<file path="src/rtl/trace_pkg.sv">
`default_nettype none
// ============================================================================
// Package  : trace_pkg
// Purpose  : Field widths, offsets and entry layout for the commit trace path.
// Revision : 1.0 - initial release
// ============================================================================
package trace_pkg;

  localparam int PC_W         = 32;
  localparam int IMM_W        = 32;
  localparam int REGN_W       = 5;
  localparam int TRACE_BASE_W = PC_W + IMM_W + 3 * REGN_W;

  // Bit offsets of each field inside the base record (pc in the MSBs)
  localparam int RDN_LSB  = 0;
  localparam int RS2N_LSB = RDN_LSB + REGN_W;
  localparam int RS1N_LSB = RS2N_LSB + REGN_W;
  localparam int IMM_LSB  = RS1N_LSB + REGN_W;
  localparam int PC_LSB   = IMM_LSB + IMM_W;

  typedef struct packed {
    logic [PC_W-1:0]   pc;
    logic [IMM_W-1:0]  imm;
    logic [REGN_W-1:0] rs1n;
    logic [REGN_W-1:0] rs2n;
    logic [REGN_W-1:0] rdn;
  } trace_entry_t;

  function automatic trace_entry_t pack_entry(
    input logic [PC_W-1:0]   pc,
    input logic [IMM_W-1:0]  imm,
    input logic [REGN_W-1:0] rs1n,
    input logic [REGN_W-1:0] rs2n,
    input logic [REGN_W-1:0] rdn
  );
    trace_entry_t e;
    e.pc   = pc;
    e.imm  = imm;
    e.rs1n = rs1n;
    e.rs2n = rs2n;
    e.rdn  = rdn;
    return e;
  endfunction

endpackage : trace_pkg
`default_nettype wire

</file>
<file path="src/rtl/trace_fifo.sv">
`default_nettype none
// ============================================================================
// Module   : trace_fifo
// Purpose  : Synchronous FIFO with extra-MSB pointers, no read bypass, and an
//            overflow strobe for a push refused while full.
// Revision : 1.0 - initial release
// ============================================================================
module trace_fifo #(
  parameter int WIDTH = 80,
  parameter int DEPTH = 16
) (
  input  logic             clk,
  input  logic             rst,
  input  logic             push,
  input  logic [WIDTH-1:0] wdata,
  input  logic             pop,
  output logic [WIDTH-1:0] rdata,
  output logic             full,
  output logic             empty,
  output logic             overflow
);

  localparam int c_AW = $clog2(DEPTH);
  localparam logic [c_AW:0] c_PTR_ONE = {{c_AW{1'b0}}, 1'b1};

  logic [WIDTH-1:0] r_mem [DEPTH];
  logic [c_AW:0]    r_wr_ptr;
  logic [c_AW:0]    r_rd_ptr;
  logic             w_full;
  logic             w_empty;
  logic             w_rd_en;
  logic             w_wr_en;

  assign w_empty = (r_wr_ptr == r_rd_ptr);
  assign w_full  = (r_wr_ptr[c_AW] != r_rd_ptr[c_AW]) &&
                   (r_wr_ptr[c_AW-1:0] == r_rd_ptr[c_AW-1:0]);

  // A pop frees the head slot at the same edge, so a full FIFO still takes a push
  assign w_rd_en = pop && !w_empty;
  assign w_wr_en = push && (!w_full || w_rd_en);

  always_ff @(posedge clk or posedge rst) begin
    if (rst) begin
      r_wr_ptr <= '0;
      r_rd_ptr <= '0;
    end else begin
      if (w_wr_en) r_wr_ptr <= r_wr_ptr + c_PTR_ONE;
      if (w_rd_en) r_rd_ptr <= r_rd_ptr + c_PTR_ONE;
    end
  end

  always_ff @(posedge clk) begin
    if (w_wr_en) r_mem[r_wr_ptr[c_AW-1:0]] <= wdata;
  end

  assign rdata    = w_empty ? '0 : r_mem[r_rd_ptr[c_AW-1:0]];
  assign full     = w_full;
  assign empty    = w_empty;
  assign overflow = push && !w_wr_en;

endmodule : trace_fifo
`default_nettype wire

</file>
<file path="src/rtl/commit_trace_buffer.sv">
`default_nettype none
// ============================================================================
// Module   : commit_trace_buffer
// Purpose  : Buffers retired-instruction records from write-back, keeps
//            cycle/retired/dropped counters and freezes capture on exception.
//            TRACE_CYCLE_STAMP_EN adds a cycle stamp in the trace_data MSBs.
// Revision : 1.0 - initial release
// ============================================================================
module commit_trace_buffer
  import trace_pkg::*;
#(
  parameter int DEPTH = 16,
  parameter int CNT_W = 32,
`ifdef TRACE_CYCLE_STAMP_EN
  localparam int TRACE_W = TRACE_BASE_W + CNT_W
`else
  localparam int TRACE_W = TRACE_BASE_W
`endif
) (
  input  logic               clk,
  input  logic               rst,
  input  logic               commit_valid,
  input  logic [PC_W-1:0]    commit_pc,
  input  logic [IMM_W-1:0]   commit_imm,
  input  logic [REGN_W-1:0]  commit_rs1n,
  input  logic [REGN_W-1:0]  commit_rs2n,
  input  logic [REGN_W-1:0]  commit_rdn,
  input  logic               exception,
  output logic               trace_valid,
  input  logic               trace_ready,
  output logic [TRACE_W-1:0] trace_data,
  output logic               trace_last,
  output logic               full,
  output logic               empty,
  output logic               halted,
  output logic [CNT_W-1:0]   cycle_cnt,
  output logic [CNT_W-1:0]   retired_cnt,
  output logic [CNT_W-1:0]   dropped_cnt
);

  localparam int c_ENTRY_W = TRACE_W + 1;
  localparam logic [CNT_W-1:0] c_CNT_ONE = {{(CNT_W-1){1'b0}}, 1'b1};

  logic                 r_halted;
  logic [CNT_W-1:0]     r_cycle_cnt;
  logic [CNT_W-1:0]     r_retired_cnt;
  logic [CNT_W-1:0]     r_dropped_cnt;
  logic                 w_push;
  logic                 w_pop;
  logic                 w_full;
  logic                 w_empty;
  logic                 w_overflow;
  trace_entry_t         w_entry;
  logic [c_ENTRY_W-1:0] w_wdata;
  logic [c_ENTRY_W-1:0] w_rdata;

  assign w_push  = commit_valid && !r_halted;
  assign w_pop   = !w_empty && trace_ready;
  assign w_entry = pack_entry(commit_pc, commit_imm, commit_rs1n, commit_rs2n, commit_rdn);

  // The capture-cycle exception flag rides along as the entry LSB
`ifdef TRACE_CYCLE_STAMP_EN
  assign w_wdata = {r_cycle_cnt, w_entry, exception};
`else
  assign w_wdata = {w_entry, exception};
`endif

  trace_fifo #(
    .WIDTH (c_ENTRY_W),
    .DEPTH (DEPTH)
  ) u_fifo (
    .clk      (clk),
    .rst      (rst),
    .push     (w_push),
    .wdata    (w_wdata),
    .pop      (w_pop),
    .rdata    (w_rdata),
    .full     (w_full),
    .empty    (w_empty),
    .overflow (w_overflow)
  );

  always_ff @(posedge clk or posedge rst) begin
    if (rst) begin
      r_halted      <= 1'b0;
      r_cycle_cnt   <= '0;
      r_retired_cnt <= '0;
      r_dropped_cnt <= '0;
    end else begin
      if (!r_halted) begin
        r_cycle_cnt <= r_cycle_cnt + c_CNT_ONE;
        if (exception) r_halted <= 1'b1;
      end
      if (w_push) r_retired_cnt <= r_retired_cnt + c_CNT_ONE;
      if (w_overflow && (r_dropped_cnt != '1)) r_dropped_cnt <= r_dropped_cnt + c_CNT_ONE;
    end
  end

  assign trace_valid = !w_empty;
  assign trace_data  = w_rdata[c_ENTRY_W-1:1];
  assign trace_last  = w_rdata[0];
  assign full        = w_full;
  assign empty       = w_empty;
  assign halted      = r_halted;
  assign cycle_cnt   = r_cycle_cnt;
  assign retired_cnt = r_retired_cnt;
  assign dropped_cnt = r_dropped_cnt;

endmodule : commit_trace_buffer
`default_nettype wire

</file>
<file path="config.mk">
export PLATFORM = sky130hd
export DESIGN_NAME = commit_trace_buffer
export DESIGN_NICKNAME = d
export VERILOG_FILES = /design/src/rtl/trace_pkg.sv /design/src/rtl/trace_fifo.sv /design/src/rtl/commit_trace_buffer.sv
export SDC_FILE = /design/constraint.sdc
export NUM_CORES = 1
export LEC_CHECK = 0
export ABC_CLOCK_PERIOD_IN_PS = 17400
export BUFFER_PORTS_ARGS = -buffer_cell sky130_fd_sc_hd__buf_2
export CAP_MARGIN = 20
export CORE_MARGIN = 5
export CORE_UTILIZATION = 65
export CTS_CLUSTER_DIAMETER = 50
export DETAILED_ROUTE_END_ITERATION = 8
export GPL_ROUTABILITY_DRIVEN = 0
export PLACE_DENSITY = 0.83
export SYNTH_ARGS = -nofsm -noshare
export SYNTH_HDL_FRONTEND = slang
export SYNTH_SLANG_ARGS = --single-unit
</file>
<file path="constraint.sdc">
create_clock -name clk -period 17.4 [get_ports clk]
set_clock_uncertainty 0.05 [all_clocks]
set_input_delay 0.87 -clock clk [delete_from_list [all_inputs] [get_ports clk]]
set_output_delay 0.87 -clock clk [all_outputs]
set_load 0.01 [all_outputs]
</file>
Yosys cells after proc, flatten, opt, wreduce, memory -nomap -nowiden
Memories as Yosys holds them, arrays and structs flattened. Cells that the tools add are included.

Register bits: 107. RAM bits: 1280. Input port bits: 84. Output and inout port bits: 180. Word-level logic and storage cells: 33. Memories kept: 1.

Memory list: u_fifo.r_mem (words 16, bits a word 80, read ports 1, clocked after memory_dff 0, wr ports 1, line trace_fifo.sv:26) `logic [WIDTH-1:0] r_mem [DEPTH];`.

Add/sub/neg operators: 5. Equal/unequal tests: 4. Multiplexer cells: 5. Reduce and logical (&&, ||, !) cells: 12.

Operators with widths (count): adder 32 x 1 -> 32 bit (second input constant) (3); two-way mux 80 bit (1); inequality test 32 bit (second input constant) (1); adder 5 x 1 -> 5 bit (second input constant) (2); logical AND 1 bit (7); == test 5 bit (1); == test 4 bit (1); zero test 1 bit (4); two-way mux 1 bit (4); logical OR 1 bit (1); inequality test 1 bit (1).

Longest topological paths before layout
Gate-level depths: netlist (run 1).

Depth after elaboration: 9. Gate-level depth with buffers: 8. Gate-level depth less buffers: 6.

Modules after synthesis
A second synthesis (run 1) with hierarchy kept.

Cell total of the unflattened synthesis: 2434. Area total of the unflattened synthesis: 53149.7 µm².

Modules (own cells, without submodules): trace_fifo (instances 1, cells each 2033, area an instance 48657.9 µm², seq. area each 38687.1 µm²); commit_trace_buffer (instances 1, cells each 401, area an instance 4491.8 µm², seq. area each 2427.3 µm²).

Worst setup path before layout (run 1)
No wires, ideal clock.

Kind: input port to flip-flop. Start point: input commit_valid. End point: memory u_fifo.r_mem[3][0] (enable). Library setup time: 617 ps. Arrival time: 6954 ps. Data required time: 16733 ps. Setup slack: 9779 ps. Cell stages on the path: 5. Path buffers: 1. Cells stage by stage: nor2b_1 -> o31a_1 -> clkbuf_1 -> nand2_1 -> nor3_1.

Word-level cells in the longest chain between the ends: 4.

Ends and longest elaborated chain: start, declared (line commit_trace_buffer.sv:22) `input logic commit_valid,`; logical AND 1 bit (line commit_trace_buffer.sv:57) `assign w_push = commit_valid && !r_halted;`; logical AND 1 bit (line trace_fifo.sv:40) `assign w_wr_en = push && (!w_full || w_rd_en);`; two-way mux 1 bit (line trace_fifo.sv:53) `if (w_wr_en) r_mem[r_wr_ptr[c_AW-1:0]] <= wdata;`; two-way mux 1 bit (implied by the code) (line trace_fifo.sv:53); end, declared (line trace_fifo.sv:26).

Every way passes these cells.

Final worst setup path (run 1)
Start point: register u_fifo.r_rd_ptr[0]. End point: output trace_data[62].

Word-level cells in the longest chain between the ends: 2. Elaborated cells between the ends (all ways): 3. Classes of those cells: eq/ne: 1; mux: 1; memory: 1.

Ends and longest elaborated chain: start, declared (line trace_fifo.sv:28) `logic [c_AW:0] r_rd_ptr;`; start signal, assigned (line trace_fifo.sv:48) `if (w_rd_en) r_rd_ptr <= r_rd_ptr + c_PTR_ONE;`; memory (16 x 80 bit) / == test 5 bit (equally long branches); two-way mux 80 bit (*) (line trace_fifo.sv:56) `assign rdata = w_empty ? '0 : r_mem[r_rd_ptr[c_AW-1:0]];`; end, declared (line commit_trace_buffer.sv:31) `output logic [TRACE_W-1:0] trace_data,`.

Every way passes the cells marked *; elsewhere a longest branch is shown, timed or not.

==> flow_metrics.py, run 1 <==
metrics = {
    "cells_and_area": {
        "fin_area_um2": 60500,
        "final_common_cell": "edfxtp_1",
        "nets": 2738,
        "instances_no_fill": 3847,
        "final_cell_mix": "1,280 x edfxtp_1, 400 x mux4_2, 263 x buf_2",
        "drive_gt1_frac": 0.336,
        "syn_to_final_growth_pct": 12.9,
        "n_fill_cell": 4157,
    },
    "clock_tree": {
        "path_clk_slew_ns": 0.06,
        "cts_sinks": 1387,
        "cts_tree": "built",
        "cts.hold.buffers_added": 0,
        "post_cts_resized": 0,
        "cts_root_buffer": "clkbuf_16",
        "clk_latency_ns": 0.72,
        "htreeDepth": 4,
        "numCtsBuffers": 137,
        "ctsLongestPathBuffers": 3,
        "cts_setup_buffers": 0,
    },
    "global_route": {
        "antenna_found_initial": 26,
        "grt_use_total": 0.311,
        "grt_pass1_vias": 28041,
        "gr-total-overflow": 0,
        "grt_pass1_wl_um": 197000,
        "grt_max_degree": 180,
    },
    "sta": {
        "fin_crit_sh": 0.377,
        "relSlewSlack": 0.229,
        "drv_slew": 0,
        "finalSetupViolations": 0,
        "worstMarginPinSlew_ns": 1.16,
        "clock.fmax_mhz": 153,
        "final.setup.tns_ns": 0,
        "min_period_ns": 6.55,
        "rsz0062_at_grt": "false",
        "hold_viol": 0,
        "worst_slack_ns": 10.85,
    },
    "floorplanning": {
        "die_area_um2": 88400,
        "rows": 105,
        "num_io_pins": 264,
        "start_util": 0.654,
        "die_x_um": 297,
        "design.core.area_um2": 82000,
        "fp.dieH_um": 297,
    },
    "setup_path": {
        "slowest_stage": "buf_4",
        "path_class": "reg2out",
        "timing.rr.end": "u_fifo.r_mem[3][47]",
        "r2r_cells": 8,
        "cp_data_required_time_ns": 16.48,
        "startpoint_type": "flop",
        "cp_cell_sequence": "buf_4 > buf_4 > buf_12 > mux4_2 > mux4_2 > and2_1 > buf_2",
        "end_kind": "output pin",
        "crit_arrival_ns": 5.63,
        "rr_startpoint": "u_fifo.r_rd_ptr[1]",
        "crit_path_max_incr_delay_ns": 0.88,
        "critPathMaxFanout": 124,
        "rrSetupSlack_ns": 12.62,
    },
    "run_status": {
        "status": "finished clean",
    },
    "drt": {
        "antenna_left": 0,
        "finalWirelength_um": 138000,
        "drt-wirelength-per-cell_um": 36.0,
        "drt_iter0_drc": 3564,
        "vias_per_cell": 7.04,
        "drc": 0,
        "vias": 27089,
        "drtPass1Iterations": 7,
    },
    "synth": {
        "netlist_area_um2": 53600,
        "synth_cells": 2319,
        "synth_warnings": 0,
        "synthTopCellsByArea": "edfxtp_1 72%, mux4_2 17%, dfrtp_1 5.0%, xnor2_1 1.3%, and2_1 1.0%",
        "yosys_register_bits": 1387,
        "ys_seq_area_frac": 0.767,
        "syn-mean-instance-area_um2": 23.1,
        "synth-main-ff-cell": "edfxtp_1",
        "synth_edf_count": 1280,
        "synth_top_area_cell": "edfxtp_1",
        "syn_nets": 2411,
        "synth_async_sr_flop_share": 0.0771,
        "synth_cell_types": 41,
        "synth_top_cell_area_share": 0.717,
    },
    "power_and_ir_drop": {
        "ir_drop_mv": 0.166,
        "p_leak_nw": 20.1,
        "powerDensity_nw_per_um2": 151,
    },
    "placed_design": {
        "hpwl_um": 62400,
        "place_ws_ns": 11.42,
        "dpl_cell_area_um2": 56000,
        "dp.cells": 3574,
        "portBuffers": 263,
    },
    "worst_hold_path": {
        "hp-class": "in2async",
    },
    "flow_run": {
        "max_cap_violations": 0,
    },
}
per-layer routing:
layer | vias to the layer above | GRT usage | wire (um)
li1 | 10394 | - | -
met1 | 14169 | 0.407 | 47000
met2 | 2171 | 0.508 | 70800
met3 | 341 | 0.0855 | 14900
met4 | 14 | 0.124 | 5550
met5 | - | 0 | 84
worst max-delay path by stage:
stage                       start            endpoint  slack [ns]
6_report       u_fifo.r_rd_ptr[0]      trace_data[62]       10.85
5_1_grt        u_fifo.r_rd_ptr[0]      trace_data[57]       10.21
4_1_cts        u_fifo.r_rd_ptr[0]      trace_data[44]       10.46
3_5_place_dp   u_fifo.r_rd_ptr[0]      trace_data[47]       11.42
3_3_place_gp   u_fifo.r_rd_ptr[0]      trace_data[47]       11.46
2_1_floorplan        commit_valid  u_fifo.r_mem[3][0]        9.78
Yosys cell counts, drive strengths merged (9+ instances only):
cell type,count
edfxtp,1280
mux4,400
dfrtp,107
and2,87
xnor2,81
buf,56
clkbuf,52
and3,38
nand2,38
nand4,32
nand3,31
xor2,25
nor2,23
inv,10
and4,9
nor3,9
cell families (layout without fill, tap and decap cells):
| kind of cell | count (synthesis) | in the layout | synth area share |
|---|---|---|---|
| flops | 1387 | 1387 | 0.767 |
| mux | 403 | 403 | 0.169 |
| simple gates | 295 | 295 | 0.0324 |
| buf+inv | 118 | 557 | 0.0129 |
| xor+xnor | 106 | 106 | 0.0173 |
| fa+ha+maj | 8 | 8 | 0.00187 |
| compound gates | 2 | 2 | 0.000257 |
| other cells | 0 | 19 | 0 |
stage by stage:
| step | power [mW] | utilization | hold WS [ns] |
|---|---|---|---|
| CTS | 9.12 | 0.737 | 0.157 |
| global placement | 6.07 | 0.683 | 0.406 |
| floorplan | 5.47 | - | 0.412 |
| finish | 9.12 | 0.738 | 0.166 |
| global route | 9.45 | 0.738 | 0.215 |
| detailed placement | 6.12 | 0.683 | 0.407 |
worst max-delay path, delay by kind of cell, from the launching register on:
kind | cells | cell delay (ns)
buffers and inverters | 4 | 2.63
multiplexers | 2 | 1.19
flip-flops | 1 | 0.75
AND/OR/NAND/NOR | 1 | 0.26
flip-flops by register name, indices dropped and copies added (netlist names):
name             cells
u_fifo.r_wr_ptr      5
cycle_cnt           32
u_fifo.r_rd_ptr      5
retired_cnt         32
halted               1
dropped_cnt         32
u_fifo.r_mem      1280
report_power, final:
group	switching, mW	internal (mW)	total, mW
Sequential	0.0756	3.65	3.72
Combinational	1.21	1.22	2.43
Clock	1.31	1.65	2.96
final cells by class:
class / count / area, um^2 / area share
Sequential cell: 1387 / 41100 / 0.679
Multi-Input combinational cell: 814 / 11900 / 0.197
Clock buffer: 169 / 3640 / 0.0601
Timing Repair Buffer: 296 / 1650 / 0.0272
Tap cell: 1070 / 1340 / 0.0221
Clock inverter: 82 / 785 / 0.0130
Antenna cell: 19 / 47.5 / 0.000785
Inverter: 10 / 40.0 / 0.000661
Power figures use the tool's default switching activity.
==> inputs of run 2 (changes only) <==
--- a/config.mk
+++ b/config.mk
@@ -5,15 +5,15 @@
 export SDC_FILE = /design/constraint.sdc
 export NUM_CORES = 1
 export LEC_CHECK = 0
-export ABC_CLOCK_PERIOD_IN_PS = 17400
+export ABC_CLOCK_PERIOD_IN_PS = 5330
 export BUFFER_PORTS_ARGS = -buffer_cell sky130_fd_sc_hd__buf_2
 export CAP_MARGIN = 20
 export CORE_MARGIN = 5
-export CORE_UTILIZATION = 65
+export CORE_UTILIZATION = 55
 export CTS_CLUSTER_DIAMETER = 50
 export DETAILED_ROUTE_END_ITERATION = 8
 export GPL_ROUTABILITY_DRIVEN = 0
-export PLACE_DENSITY = 0.83
+export PLACE_DENSITY = 0.75
 export SYNTH_ARGS = -nofsm -noshare
 export SYNTH_HDL_FRONTEND = slang
 export SYNTH_SLANG_ARGS = --single-unit
==> constraint.sdc (replaced) <==
create_clock -name clk -period 5.33 [get_ports clk]
set_clock_uncertainty 0.05 [all_clocks]
set_input_delay 0.2665 -clock clk [delete_from_list [all_inputs] [get_ports clk]]
set_output_delay 0.2665 -clock clk [all_outputs]
set_load 0.01 [all_outputs]
==> flow_metrics.py, run 2 (same netlist as run 1, synthesis figures left out) <==
metrics = {
    "flow_run": {
        "max_cap_violations": 0,
    },
    "cells_and_area": {
        "final_cell_mix": "1,280 x edfxtp_1, 400 x mux4_2, 263 x buf_2",
        "nets": 2827,
        "final_common_cell": "edfxtp_1",
        "drive_gt1_frac": 0.329,
        "syn_to_final_growth_pct": 15.4,
        "largest_reg_flops": 1280,
        "fin_area_um2": 61900,
    },
    "global_route": {
        "grt_pass1_wl_um": 178000,
        "grt_util_met3": 0.0494,
        "grt_use_total": 0.233,
        "grt_max_degree": 116,
        "gr-total-overflow": 0,
        "use_met2": 0.388,
        "antenna_found_initial": 15,
        "grt_pass1_vias": 27014,
        "grt_use_met1": 0.320,
        "top_usage_layer": "met2",
    },
    "floorplanning": {
        "die_area_um2": 104000,
        "design.core.area_um2": 96700,
        "start_util": 0.555,
        "fp.dieH_um": 322,
        "num_io_pins": 264,
        "rows": 114,
        "die_x_um": 322,
    },
    "drt": {
        "drt_iter0_drc": 2939,
        "drc": 0,
        "vias": 25755,
        "finalWirelength_um": 120000,
        "drt-wirelength-per-cell_um": 29.0,
        "antenna_left": 0,
        "drtPass1Iterations": 5,
        "vias_per_cell": 6.24,
    },
    "clock_tree": {
        "htreeDepth": 4,
        "cts_setup_buffers": 0,
        "cts_root_buffer": "clkbuf_16",
        "path_clk_slew_ns": 0.06,
        "ctsLongestPathBuffers": 3,
        "post_cts_resized": 0,
        "cts.hold.buffers_added": 83,
        "cts_sinks": 1387,
        "clk_latency_ns": 0.74,
        "cts_tree": "built",
        "numCtsBuffers": 144,
    },
    "placed_design": {
        "hpwl_um": 62600,
        "dpl_cell_area_um2": 56500,
        "portBuffers": 263,
    },
    "sta": {
        "clock.fmax_mhz": 233,
        "hold_viol": 0,
        "final.setup.tns_ns": 0,
        "rsz0062_at_grt": "false",
        "finalSetupViolations": 0,
        "drv_slew": 0,
        "relSlewSlack": 0.303,
        "fin_crit_sh": 0.806,
        "min_period_ns": 4.29,
        "worstMarginPinSlew_ns": 1.05,
    },
    "setup_path": {
        "end_kind": "output pin",
        "critPathMaxFanout": 59,
        "rrSetupSlack_ns": 1.07,
        "crit_arrival_ns": 3.98,
        "path_class": "reg2out",
        "r2r_cells": 6,
        "startpoint_type": "flop",
        "cp_data_required_time_ns": 5.01,
    },
    "run_status": {
        "status": "finished clean",
    },
    "power_and_ir_drop": {
        "powerDensity_nw_per_um2": 477,
        "p_leak_nw": 20.6,
        "ir_drop_mv": 0.493,
    },
    "worst_hold_path": {
        "hp-class": "in2async",
    },
}
==> run 2: cell count changes in the layout (fill, tap and decap cells not counted), sizes merged <==
cell / before / now
diode: 19 / 5
clkbuf: 169 / 174
dlygate4sd3: 0 / 83
bufinv: 10 / 9
buf: 296 / 295
clkinv: 59 / 61
==> run 2: metal layers <==
metal  vias to the layer above  part of all wire  wire [um]
met3                       211             0.082       9790
met1                     13665              0.38      45700
li1                      10566                 -          -
met2                      1303              0.51      61200
met5                         -           0.00053         63
met4                        10             0.025       2950
==> run 2: power breakdown <==
group | leakage, nW | switching (mW) | total (mW) | internal, mW
Sequential | 13.0 | 0.187 | 12.1 | 11.9
Clock | 2.23 | 4.10 | 9.63 | 5.53
Combinational | 5.40 | 3.80 | 7.79 | 3.99
Total | 20.6 | 8.09 | 29.5 | 21.4
==> run 2: worst max-delay path, stage by stage (launching register included) <==
cell and delay, ns:
dfrtp_4 1.05, buf_4 0.76, mux4_2 0.44, mux4_2 0.50
and2_1 0.24, buf_2 0.16
==> run 2: final cells by class <==
cell class	count	area (um^2)
antenna	5	12.5
inverter	10	40.0
multi-input combinational	814	11900
fill	6110	34800
sequential	1387	41100
timing repair buffer	378	2650
tap	1276	1600
clock inverter	83	766
clock buffer	174	3780
==> run 2: stage by stage <==
stage / power [mW] / setup WS [ns] / hold slack [ns] / util / std cells
floorplan: 17.8 / 0.295 / 0.315 / - / 2319
global placement: 20.1 / 1.26 / 0.340 / 0.584 / 3781
detailed placement: 20.1 / 1.20 / 0.355 / 0.584 / 3781
CTS: 29.8 / 0.852 / 0.105 / 0.640 / 4121
global route: 30.7 / 0.743 / 0.183 / 0.640 / 4124
finish: 29.5 / 1.04 / 0.139 / 0.640 / 4127
==> run 2: worst paths after layout <==
path,from,endpoint
worst max-delay path,u_fifo.r_rd_ptr[1],trace_data[50]
worst min-delay path,rst,retired_cnt[16]
worst max register to register,u_fifo.r_rd_ptr[1],u_fifo.r_mem[3][62]
worst min register to register,cycle_cnt[31],cycle_cnt[31]
max in group asynchronous,rst,cycle_cnt[15]
min in group clk,commit_rs2n[2],u_fifo.r_mem[6][8]
